==> src/rtl/vid_mem_pkg.sv <==
// Memory-map constants and region decode shared by the video peripheral bus logic.
package vid_mem_pkg;

    localparam int ADDR_W = 12;
    localparam int DATA_W = 32;
    localparam int PAL_DW = 24;

    // Local address widths of each video memory
    localparam int TB_AW  = 9;
    localparam int TG_AW  = 11;
    localparam int SG_AW  = 11;
    localparam int PAL_AW = 3;
    localparam int OAM_AW = 8;

    // Bus window spans; tile buffer and palette windows are larger than the memories (aliased)
    localparam logic [ADDR_W-1:0] TB_SPAN  = 12'h400;
    localparam logic [ADDR_W-1:0] TG_SPAN  = 12'h400;
    localparam logic [ADDR_W-1:0] SG_SPAN  = 12'h400;
    localparam logic [ADDR_W-1:0] PAL_SPAN = 12'h200;

    localparam logic [ADDR_W-1:0] TB_BASE  = 12'h000;
    localparam logic [ADDR_W-1:0] TG_BASE  = TB_BASE  + TB_SPAN;
    localparam logic [ADDR_W-1:0] SG_BASE  = TG_BASE  + TG_SPAN;
    localparam logic [ADDR_W-1:0] PAL_BASE = SG_BASE  + SG_SPAN;
    localparam logic [ADDR_W-1:0] OAM_BASE = PAL_BASE + PAL_SPAN;

    typedef enum logic [2:0] {
        NONE,
        TILE_BUF,
        TILE_GFX,
        SPR_GFX,
        PALETTE,
        OAM
    } region_t;

    // Every bus address lands in some region; NONE only exists as the idle read state
    function automatic region_t decode_region(input logic [ADDR_W-1:0] a);
        region_t r;
        if (a >= OAM_BASE)      r = OAM;
        else if (a >= PAL_BASE) r = PALETTE;
        else if (a >= SG_BASE)  r = SPR_GFX;
        else if (a >= TG_BASE)  r = TILE_GFX;
        else                    r = TILE_BUF;
        return r;
    endfunction

endpackage

==> src/rtl/addr_decoder.sv <==
// Bus decoder for the tile/sprite video memories: combinational write strobes and
// slices, registered read-region select for the 1-cycle synchronous memory reads.
module addr_decoder
    import vid_mem_pkg::*;
(
    input  logic              clk,
    input  logic              reset,
    input  logic [ADDR_W-1:0] addr,
    input  logic [DATA_W-1:0] write_data,
    input  logic              chip_select,
    input  logic              write,
    input  logic              read,

    output logic              rw_tile_buffer,
    output logic              rw_tile_graphics,
    output logic              rw_sprite_graphics,
    output logic              rw_color_palettes,
    output logic              rw_OAM,

    output logic [DATA_W-1:0] write_data_tile_buffer,
    output logic [DATA_W-1:0] write_data_tile_graphics,
    output logic [DATA_W-1:0] write_data_sprite_graphics,
    output logic [DATA_W-1:0] write_data_OAM,
    output logic [PAL_DW-1:0] write_data_color_palettes,

    output logic [TB_AW-1:0]  addr_tile_buffer,
    output logic [TG_AW-1:0]  addr_tile_graphics,
    output logic [SG_AW-1:0]  addr_sprite_graphics,
    output logic [PAL_AW-1:0] addr_color_palettes,
    output logic [OAM_AW-1:0] addr_OAM,

    input  logic [DATA_W-1:0] readdata_tile_buffer,
    input  logic [DATA_W-1:0] readdata_tile_graphics,
    input  logic [DATA_W-1:0] readdata_sprite_graphics,
    input  logic [DATA_W-1:0] readdata_OAM,
    input  logic [PAL_DW-1:0] readdata_color_palettes,

    output logic [DATA_W-1:0] readdata
);

    region_t region;
    region_t rd_region;
    logic    wen;

    always_comb begin
        region = decode_region(addr);
        wen    = chip_select & write;

        rw_tile_buffer     = wen && (region == TILE_BUF);
        rw_tile_graphics   = wen && (region == TILE_GFX);
        rw_sprite_graphics = wen && (region == SPR_GFX);
        rw_color_palettes  = wen && (region == PALETTE);
        rw_OAM             = wen && (region == OAM);

        write_data_tile_buffer     = write_data;
        write_data_tile_graphics   = write_data;
        write_data_sprite_graphics = write_data;
        write_data_OAM             = write_data;
        write_data_color_palettes  = write_data[PAL_DW-1:0];

        addr_tile_buffer     = addr[TB_AW-1:0];
        addr_tile_graphics   = addr[TG_AW-1:0];
        addr_sprite_graphics = addr[SG_AW-1:0];
        addr_color_palettes  = addr[PAL_AW-1:0];
        addr_OAM             = addr[OAM_AW-1:0];

        // Memory data arrives one cycle after the read, so steer by the registered region
        readdata = '0;
        case (rd_region)
            TILE_BUF: readdata = readdata_tile_buffer;
            TILE_GFX: readdata = readdata_tile_graphics;
            SPR_GFX:  readdata = readdata_sprite_graphics;
            PALETTE:  readdata = {{(DATA_W-PAL_DW){1'b0}}, readdata_color_palettes};
            OAM:      readdata = readdata_OAM;
            default:  readdata = '0;
        endcase
    end

    always_ff @(posedge clk or posedge reset) begin
        if (reset)
            rd_region <= NONE;
        else if (chip_select && read)
            rd_region <= region;
    end

endmodule

==> config.mk <==
export PLATFORM = sky130hd
export DESIGN_NAME = addr_decoder
export DESIGN_NICKNAME = d
export VERILOG_FILES = /design/src/rtl/vid_mem_pkg.sv /design/src/rtl/addr_decoder.sv
export SDC_FILE = /design/constraint.sdc
export NUM_CORES = 1
export LEC_CHECK = 0
export BUFFER_PORTS_ARGS = -buffer_cell sky130_fd_sc_hd__buf_2
export CAP_MARGIN = 10
export CORE_AREA = 2 2 169 171
export DETAILED_ROUTE_END_ITERATION = 7
export DIE_AREA = 0 0 171 173
export PLACE_DENSITY_LB_ADDON = 0.05
export RECOVER_POWER = 100
export SYNTH_ARGS = -nofsm -noshare
export SYNTH_HDL_FRONTEND = slang
export SYNTH_SLANG_ARGS = --single-unit
==> constraint.sdc <==
create_clock -name clk -period 2.3 [get_ports clk]
set_clock_uncertainty 0.15 [all_clocks]
set_input_delay 0.23 -clock clk [delete_from_list [all_inputs] [get_ports clk]]
set_output_delay 0.23 -clock clk [all_outputs]
set_load 0.005 [all_outputs]
==> out/results.tsv, run 1 <==
stage	metric	value	unit
sta	Final Hold Viols	0	
worst_setup_path	Worst path max stage delay	0.42	ns
final_layout	post-layout instance area	0.002705	mm^2
global_route	first-pass GRT wire length	15.28	mm
global_route	largest net degree at the start of global routing	25	
logic_synthesis	Compound-Gate Fraction of Synth Area	23.86	%
place	port bufs	200	
drt	routed len/inst	15.54	um
worst_setup_path	type of origin of the critical path	flip-flop	
worst_setup_path	Register-to-Register Path Depth	2	
floorplan	Die Y	173	um
logic_synthesis	Synth area leaders	buf_4 56%, a221o_1 12%, mux2i_1 9.6%	
sta	Final min period	2.122	ns
floorplan	starting density of the core	9.415	%
power_and_ir_drop	Switching Share	38.31	%
flow_run	max-cap violations	0	
final_layout	Area growth syn-to-layout	3.992	%
sta	final period utilization	92.28	%
global_route	grt total ovfl	0	
power_and_ir_drop	P_int	0.0006691	W
floorplan	Die Span X	171	um
place	DP Wirelength	9.161	mm
logic_synthesis	Synth Area in Simple Gates	3.656	%
floorplan	# IOs	432	
clock_network	Worst-path clk slew	0.03	ns
final_layout	Top Registers	rd_region: 3 flops	
worst_setup_path	WS Path Type	reg2out	
clock_network	Sink Count	3	
power_and_ir_drop	Pwr Density	400.9	mW/mm^2
final_layout	Largest register FFs	3	
sta	RSZ-0062 raised after global routing	false	
logic_synthesis	post-synthesis adder-cell area fraction	0	%
worst_setup_path	CP cell instances	buf_4, mux2i_1, o32ai_1, a21o_1, buf_2	
sta	fmax	0.4712	GHz
worst_setup_path	Worst Setup SP	rd_region[0]$_DFFE_PP0P_	
drt	drt total wl	11.02	mm
logic_synthesis	post-synthesis mux area share	9.620	%
worst_setup_path	setup slack, reg-to-reg	1.39	ns
power_and_ir_drop	clock power share	25.4	%
power_and_ir_drop	Leakage Power	1.244	nW
clock_network	post-CTS setup buffers	0	
worst_setup_path	Arr. time, crit path	1.74	ns
worst_setup_path	CP endpoint kind	primary output	
drt	via count	2116	
drt	DR vias/cell	2.984	
global_route	initial antenna violation count	3	
sta	final setup vio count	0	
drt	# DRC	0	
logic_synthesis	syn_area_per_cell	7.907	um^2
logic_synthesis	sequential-to-total area share from yosys stat	2.886	%
sta	Slew @ Worst Pin	0.3939	ns
power_and_ir_drop	Worst IR Drop VDD	140.7	uV
clock_network	Max clock buf depth	2	
floorplan	Rows	61	
logic_synthesis	Yosys warnings	0	
global_route	vias in the first global route	2485	
logic_synthesis	Synthesized Nets	530	
final_layout	# nets final	532	
power_and_ir_drop	power share of the combinational group	67.6	%
drt	DR pass1 iterations	3	
sta	Setup TNS	0	ns
worst_hold_path	Hold Crit Class	in2reg	
worst_setup_path	Setup crit end	readdata[23]	
clock_network	H-tree depth	1	
power_and_ir_drop	Reg power frac	7.0	%
worst_hold_path	hold path cells	3	
final_layout	fraction of layout cells with a size suffix above 1	59.09	%
place	Placement Cell Area	0.002636	mm^2
worst_setup_path	Worst R2R End	rd_region[2]$_DFFE_PP0P_	
logic_synthesis	top cell type's share of synthesized area	56.28	%
worst_setup_path	reg2reg start	rd_region[2]$_DFFE_PP0P_	
final_layout	Largest Register	rd_region	
logic_synthesis	Post-Syn Area	0.002601	mm^2
logic_synthesis	area leader, netlist	buf_4	
logic_synthesis	post-synthesis register bit count	3	
clock_network	Root Buffer	clkbuf_16	
floorplan	die area	0.02958	mm^2
final_layout	leading cell type in the layout, fill and taps excluded	buf_2	
sta	slew margin rel.	73.66	%
drt	antenna-violating nets left	0	
worst_setup_path	WP data required	1.92	ns
worst_setup_path	CP Max Fanout	17	
logic_synthesis	cell count after synthesis	329	
logic_synthesis	Synth cell types	22	
final_layout	most frequent cells in the layout	176 x buf_2, 31 x a221o_1, 25 x mux2i_1, 23 x o2bb2ai_1, 23 x clkbuf_1	
power_and_ir_drop	Sw Pwr	0.0004155	W
drt	Initial DRC Count	41	
place	Routability Congestion	0.7383	
floorplan	Core Region	0.02763	mm^2
worst_setup_path	slowest library cell on the worst path	dfrtp_2	
global_route	GRT Total Usage	6.975	%
sta	max-slew violations	0	
clock_network	Num CTS Buffers	3	
logic_synthesis	main combinational cell family by area after synthesis	buffers and inverters	
power_and_ir_drop	overall power	0.001085	W
outcome	status	finished, final reports clean	
clock_network	CTS tree	done	
clock_network	clock latency on the worst-skew pair	0.22	ns
logic_synthesis	XOR/XNOR Fraction of Synth Area	0.3367	%
## synth_stat cells
cell	n
a21o_1	2
a21oi_1	1
a221o_1	31
a22o_1	8
and3b_1	1
buf_2	10
buf_4	195
clkbuf_1	7
dfrtp_1	3
inv_1	3
mux2i_1	25
nand2_1	6
nand2b_1	1
nand4_1	1
nor2_1	3
nor3_1	1
nor3b_1	3
nor3b_2	1
o21ai_0	2
o2bb2ai_1	23
o32ai_1	1
xnor2_1	1
## metrics by stage
step	hold slack [ns]	util (%)	worst slack, ns	std cells
2_1_floorplan	-0.1664	-	0.5900	329
6_report	0.2160	9.791	0.1777	709
5_1_grt	0.2686	9.782	0.005676	708
3_3_place_gp	-0.03708	9.542	0.2846	703
3_5_place_dp	-0.03876	9.542	0.2713	703
4_1_cts	0.2261	9.863	0.03400	708
## power groups by stage
stage	clock network, W	registers, W	logic, W
after global placement	0	0.0000753	0.000778
after detailed placement	0	0.0000763	0.000771
final	0.000275	0.0000759	0.000733
after global routing	0.000285	0.0000779	0.000810
after CTS	0.000279	0.0000759	0.000777
after floorplan	0	0.0000666	0.000641
## cells by family (layout without fill, tap and decap cells)
| kind of cell | Yosys count | count (layout) |
|---|---|---|
| xor+xnor | 1 | 1 |
| flops | 3 | 3 |
| other cells | 0 | 1 |
| buf+inv | 215 | 216 |
| simple gates | 17 | 17 |
| mux | 25 | 25 |
| compound gates | 68 | 68 |
## worst max-delay path: cells and delay by family (launching register included)
kind            cells  cell delay [ns]
buf+inv             2             0.49
flops               1             0.42
compound gates      2             0.32
mux                 1             0.28
## area by class of cell
| class | count | area [um^2] |
|---|---|---|
| inverter | 3 | 11.26 |
| tap | 378 | 473.0 |
| clock buffer | 4 | 78.83 |
| multi-input combinational | 111 | 994.7 |
| timing repair buffer | 209 | 1069 |
| sequential | 3 | 76.32 |
| antenna | 1 | 2.502 |
| fill | 3281 | 24920 |
## per-layer routing
| metal | share of wire [%] | track usage [%] | vias up |
|---|---|---|---|
| met1 | 34 | 6.550 | 942 |
| met4 | 4.5 | 3.743 | 4 |
| met3 | 9.2 | 1.831 | 59 |
| li1 | - | - | 975 |
| met5 | 0.22 | 0 | - |
| met2 | 52 | 13.51 | 136 |
## worst min-delay path by stage
stage / from / endpoint / slack [ns]
3_5_place_dp: reset / rd_region[1]$_DFFE_PP0P_ / -0.04
3_3_place_gp: reset / rd_region[1]$_DFFE_PP0P_ / -0.04
6_report: addr[11] / rd_region[2]$_DFFE_PP0P_ / 0.22
5_1_grt: addr[11] / rd_region[2]$_DFFE_PP0P_ / 0.27
2_1_floorplan: reset / rd_region[0]$_DFFE_PP0P_ / -0.17
4_1_cts: addr[11] / rd_region[2]$_DFFE_PP0P_ / 0.23
## timing repair
item                       in CTS  in global routing
hold endpoints to repair        3                  0
hold buffers                    1                  0
gates resized for setup         0                  2
setup endpoints to repair       0                  9
Power figures use the tool's default switching activity.
==> run 2: changes to the inputs <==
RECOVER_POWER = 25   (was 100)
==> out/results.tsv, run 2 (synthesis gave the netlist of run 1 again) <==
stage	metric	value	unit	change
worst_setup_path	setup slack, reg-to-reg	1.39	ns	about the same
worst_hold_path	Hold Crit Class	in2reg		
outcome	status	finished, final reports clean		
place	Routability Congestion	0.7383		unchanged
clock_network	Sink Count	3		unchanged
global_route	largest net degree at the start of global routing	25		unchanged
global_route	first-pass GRT wire length	15.28	mm	unchanged
worst_setup_path	reg2reg start	rd_region[2]$_DFFE_PP0P_		
floorplan	Rows	61		unchanged
clock_network	Max clock buf depth	2		unchanged
drt	Initial DRC Count	36		-12%
global_route	grt total ovfl	0		unchanged
power_and_ir_drop	Leakage Power	1.324	nW	+6.4%
worst_setup_path	Worst R2R End	rd_region[2]$_DFFE_PP0P_		
sta	Final min period	2.123	ns	+0.0002170 ns
worst_hold_path	hold path cells	3		unchanged
final_layout	most frequent cells in the layout	200 x buf_2, 31 x a221o_1, 25 x mux2i_1, 23 x o2bb2ai_1, 8 x a22o_1		
final_layout	Area growth syn-to-layout	5.050	%	
power_and_ir_drop	Worst IR Drop VDD	140.7	uV	about the same
worst_setup_path	type of origin of the critical path	flip-flop		
floorplan	Core Region	0.02763	mm^2	unchanged
power_and_ir_drop	overall power	0.001098	W	+1.2%
place	DP Wirelength	9.161	mm	unchanged
sta	Slew @ Worst Pin	0.3939	ns	+0.000002265 ns
drt	DR pass1 iterations	4		+1
clock_network	clock latency on the worst-skew pair	0.22	ns	about the same
drt	via count	2119		+0.14%
global_route	grt met3 use	1.831	%	unchanged
clock_network	post-CTS setup buffers	0		unchanged
global_route	grt met1 use	6.550	%	unchanged
global_route	GRT Total Usage	6.975	%	unchanged
sta	Setup TNS	0	ns	unchanged
worst_hold_path	Hold Path End	rd_region[2]$_DFFE_PP0P_		
sta	Final Hold Viols	0		unchanged
final_layout	Largest register FFs	3		unchanged
sta	final period utilization	92.28	%	about the same
final_layout	Filler cells	3275		-0.18%
global_route	met2 Use GR	13.51	%	unchanged
sta	max-slew violations	0		unchanged
floorplan	Die Span X	171	um	unchanged
clock_network	Root Buffer	clkbuf_16		
sta	fmax	0.4711	GHz	about the same
floorplan	starting density of the core	9.415	%	unchanged
clock_network	CTS tree	done		
sta	RSZ-0062 raised after global routing	false		
floorplan	# IOs	432		unchanged
floorplan	Die Y	173	um	unchanged
place	port bufs	200		unchanged
sta	final setup vio count	0		unchanged
drt	drt total wl	11.02	mm	about the same
global_route	gr busiest metal	met2		
worst_hold_path	hold_sp	addr[11]		
drt	# DRC	0		unchanged
final_layout	Largest Register	rd_region		
global_route	vias in the first global route	2485		unchanged
flow_run	max-cap violations	0		unchanged
drt	antenna-violating nets left	0		unchanged
worst_setup_path	WP data required	1.92	ns	about the same
clock_network	H-tree depth	1		unchanged
clock_network	Worst-path clk slew	0.03	ns	about the same
global_route	initial antenna violation count	3		unchanged
worst_setup_path	WS Path Type	reg2out		
worst_setup_path	CP Max Fanout	17		unchanged
final_layout	# nets final	532		unchanged
drt	routed len/inst	15.55	um	about the same
power_and_ir_drop	Pwr Density	401.7	mW/mm^2	+0.19%
worst_setup_path	Register-to-Register Path Depth	2		unchanged
worst_setup_path	CP endpoint kind	primary output		
final_layout	Top Registers	rd_region: 3 flops		
final_layout	leading cell type in the layout, fill and taps excluded	buf_2		
floorplan	die area	0.02958	mm^2	unchanged
drt	DR vias/cell	2.989		+0.14%
clock_network	Num CTS Buffers	3		unchanged
worst_setup_path	Arr. time, crit path	1.74	ns	about the same
final_layout	fraction of layout cells with a size suffix above 1	65.76	%	+6.7 points
sta	slew margin rel.	73.66	%	about the same
[run 2: area by class of cell]
| cell class | count | area, um^2 | area share [%] |
|---|---|---|---|
| Antenna cell | 1 | 2.502 | 0.09158 |
| Clock buffer | 4 | 78.83 | 2.885 |
| Inverter | 3 | 11.26 | 0.4121 |
| Multi-Input combinational cell | 111 | 994.7 | 36.40 |
| Sequential cell | 3 | 76.32 | 2.793 |
| Tap cell | 378 | 473.0 | 17.31 |
| Timing Repair Buffer | 209 | 1096 | 40.11 |
[run 2: worst max-delay path: stages (launching register included)]
cell	delay [ns]
dfrtp_2	0.42
buf_4	0.36
mux2i_1	0.28
o32ai_1	0.15
a21o_1	0.17
buf_2	0.13
[run 2: where the power goes]
part	internal [W]	leakage, nW	total, W	switching [W]
clock network	0.000229	0.0382	0.000275	0.0000467
logic	0.000395	1.25	0.000747	0.000352
registers	0.0000605	0.0364	0.0000758	0.0000153
total	0.000684	1.32	0.00110	0.000414
[run 2: timing repair]
item	CTS	global route
endpoints found under the setup margin	0	9
gates resized for setup	0	2
endpoints found under the hold margin	3	0
hold buffers	1	0
[run 2: per-layer routing]
layer | wire length (um) | vias to the layer above
met5 | 24 | -
met4 | 499 | 4
met3 | 1008 | 59
met2 | 5704 | 138
met1 | 3785 | 943
li1 | - | 975
[run 2: through the flow]
step / cell area (um^2) / utilization (%) / hold slack, ns / setup WS, ns / std cells
after floorplan: 2601 / - / -0.1664 / 0.5900 / 329
after global placement: 2636 / 9.542 / -0.03708 / 0.2846 / 703
after detailed placement: 2636 / 9.542 / -0.03876 / 0.2713 / 703
after CTS: 2725 / 9.863 / 0.2261 / 0.03400 / 708
after global routing: 2730 / 9.881 / 0.2674 / 0.005676 / 708
final: 2733 / 9.890 / 0.2181 / 0.1774 / 709
[run 2: worst max path at each step]
stage                     slack, ns  cells after the start                      from            to
after global placement         0.28                      5  rd_region[0]$_DFFE_PP0P_  readdata[23]
after detailed placement       0.27                      4  rd_region[2]$_DFFE_PP0P_   readdata[4]
after CTS                      0.03                      4  rd_region[2]$_DFFE_PP0P_   readdata[4]
after global routing          0.006                      5  rd_region[0]$_DFFE_PP0P_  readdata[23]
final                          0.18                      5  rd_region[0]$_DFFE_PP0P_  readdata[23]
after floorplan                0.59                      5  rd_region[0]$_DFFE_PP0P_  readdata[24]
==> run 3: changes to the inputs <==
BUFFER_PORTS_ARGS = -buffer_cell sky130_fd_sc_hd__buf_4   (was -buffer_cell sky130_fd_sc_hd__buf_2)
==> out/results.tsv, run 3 (synthesis gave the netlist of run 1 again) <==
stage	metric	value	unit	change
outcome	status	finished, final reports clean		
place	Inst Count DP	706		+0.43%
worst_setup_path	Setup crit end	readdata[19]		
final_layout	leading cell type in the layout, fill and taps excluded	buf_4		
clock_network	H-tree depth	1		unchanged
worst_setup_path	CP endpoint kind	primary output		
power_and_ir_drop	overall power	0.001298	W	+18%
worst_setup_path	reg2reg start	rd_region[0]$_DFFE_PP0P_		
place	DP Wirelength	9.635	mm	+5.2%
worst_setup_path	Arr. time, crit path	1.83	ns	+0.09 ns
clock_network	clock latency on the worst-skew pair	0.22	ns	about the same
sta	max-slew violations	0		unchanged
final_layout	n_diodes	0		-1
final_layout	fraction of layout cells with a size suffix above 1	66.47	%	+0.71 points
worst_setup_path	Register-to-Register Path Depth	2		unchanged
sta	final period utilization	96.12	%	+3.8 points
worst_hold_path	hold_sp	addr[11]		
floorplan	Die Y	173	um	unchanged
drt	routed len/inst	16.39	um	+5.4%
global_route	vias in the first global route	2463		-0.89%
worst_setup_path	WP data required	1.92	ns	about the same
worst_setup_path	WS Path Type	reg2out		
sta	Final min period	2.211	ns	+0.08810 ns
worst_setup_path	type of origin of the critical path	flip-flop		
place	port bufs	200		unchanged
final_layout	register area	76.32	um^2	unchanged
final_layout	Filler cells	3260		-0.46%
drt	drt total wl	11.72	mm	+6.3%
global_route	initial antenna violation count	0		-3
final_layout	Final Non-Filler Cells	715		+0.85%
worst_hold_path	Hold Crit Class	in2reg		
clock_network	CTS tree	done		
clock_network	Sink Count	3		unchanged
worst_setup_path	Worst Setup SP	rd_region[1]$_DFFE_PP0P_		
global_route	grt total ovfl	0		unchanged
drt	DR pass1 iterations	4		unchanged
floorplan	die area	0.02958	mm^2	unchanged
clock_network	Worst-path clk slew	0.03	ns	about the same
worst_setup_path	CP Max Fanout	12		-5
drt	antenna-violating nets left	0		unchanged
final_layout	most frequent cells in the layout	210 x buf_4, 31 x a221o_1, 25 x mux2i_1, 23 x o2bb2ai_1, 8 x a22o_1		
power_and_ir_drop	Leakage Power	1.525	nW	+15%
drt	Initial DRC Count	43		+19%
drt	DR vias/cell	2.993		+0.14%
drt	via count	2140		+0.99%
clock_network	Num CTS Buffers	3		unchanged
worst_setup_path	setup slack, reg-to-reg	1.17	ns	-0.22 ns
sta	Final Hold Viols	0		unchanged
global_route	GRT Total Usage	7.409	%	+0.43 points
clock_network	Root Buffer	clkbuf_16		
final_layout	Area growth syn-to-layout	27.71	%	
worst_setup_path	Worst R2R End	rd_region[0]$_DFFE_PP0P_		
final_layout	# nets final	539		+1.3%
floorplan	starting density of the core	9.415	%	unchanged
power_and_ir_drop	Pwr Density	390.6	mW/mm^2	-2.8%
clock_network	Max clock buf depth	2		unchanged
sta	worst hold slack	0.2235	ns	+0.005360 ns
floorplan	# IOs	432		unchanged
final_layout	Top Registers	rd_region: 3 flops		
global_route	largest net degree at the start of global routing	19		-24%
final_layout	multi-input gate area in the final layout	0.001001	mm^2	+0.63%
sta	slew margin rel.	69.38	%	-4.3 points
global_route	first-pass GRT wire length	16.20	mm	+6.1%
final_layout	Largest Register	rd_region		
floorplan	Rows	61		unchanged
floorplan	Die Span X	171	um	unchanged
final_layout	Largest register FFs	3		unchanged
sta	final setup vio count	0		unchanged
sta	Setup TNS	0	ns	unchanged
sta	fmax	0.4524	GHz	-4.0%
final_layout	final core utilization	12.02	%	+2.1 points
power_and_ir_drop	Worst IR Drop VDD	146.0	uV	+3.8%
sta	RSZ-0062 raised after global routing	true		
flow_run	max-cap violations	0		unchanged
place	Routability Congestion	0.7074		-4.2%
drt	# DRC	0		unchanged
floorplan	Core Region	0.02763	mm^2	unchanged
sta	Slew @ Worst Pin	0.4588	ns	+0.06491 ns
[run 3: cell types whose count changed in the layout (fill, tap and decap cells not counted), sizes merged]
cell,before,now
bufbuf,0,1
diode,1,0
buf,208,214
[run 3: stage by stage]
| step | instance area [um^2] | worst slack (ns) |
|---|---|---|
| finish | 3322 | 0.08935 |
| global route | 3322 | -0.01521 |
| CTS | 3304 | 0.004813 |
| detailed placement | 3159 | 0.2158 |
| global placement | 3159 | 0.1811 |
| floorplan | 2601 | 0.5900 |
[run 3: critical path, cell delays in order (launching register included)]
cell,delay (ns)
dfrtp_1,0.36
buf_4,0.16
nor3b_4,0.15
buf_4,0.13
bufbuf_16,0.28
o2bb2ai_1,0.12
a221o_1,0.27
buf_4,0.14
[run 3: how the worst min path moves through the flow]
stage | endpoint | slack, ns | cells after the start
2_1_floorplan | rd_region[0]$_DFFE_PP0P_ | -0.17 | 1
3_3_place_gp | rd_region[1]$_DFFE_PP0P_ | -0.02 | 2
3_5_place_dp | rd_region[1]$_DFFE_PP0P_ | -0.02 | 2
4_1_cts | rd_region[2]$_DFFE_PP0P_ | 0.23 | 3
5_1_grt | rd_region[2]$_DFFE_PP0P_ | 0.26 | 3
6_report | rd_region[2]$_DFFE_PP0P_ | 0.22 | 3
[run 3: report_power, final]
group          internal [W]  leakage (nW)   total, W  switching (W)
logic              0.000576          1.45   0.000959       0.000382
registers         0.0000606        0.0364  0.0000666     0.00000602
clock network      0.000228        0.0382   0.000272      0.0000439
[run 3: final cells by class]
cell class,count,area share [%]
repair buffers,216,50.62
multi-input cells,111,30.13
inverters,3,0.3390
well taps,378,14.24
clock buffers,4,2.373
flip-flops and latches,3,2.298
[run 3: timing repair]
| item | CTS | global route |
|---|---|---|
| hold endpoints to repair | 3 | 0 |
| pin swaps | 1 | 0 |
| cloned | 1 | 0 |
| buffers inserted | 2 | 1 |
| hold buffers | 1 | 0 |
| endpoints found under the setup margin | 15 | 21 |
| resized for setup | 2 | 3 |
[run 3: metal layers]
metal / track usage, % / wire, um / vias up
met3: 1.740 / 1030 / 55
met5: 0 / 0 / -
met4: 3.743 / 505 / 0
li1: - / - / 986
met2: 13.44 / 5964 / 131
met1: 7.918 / 4215 / 968
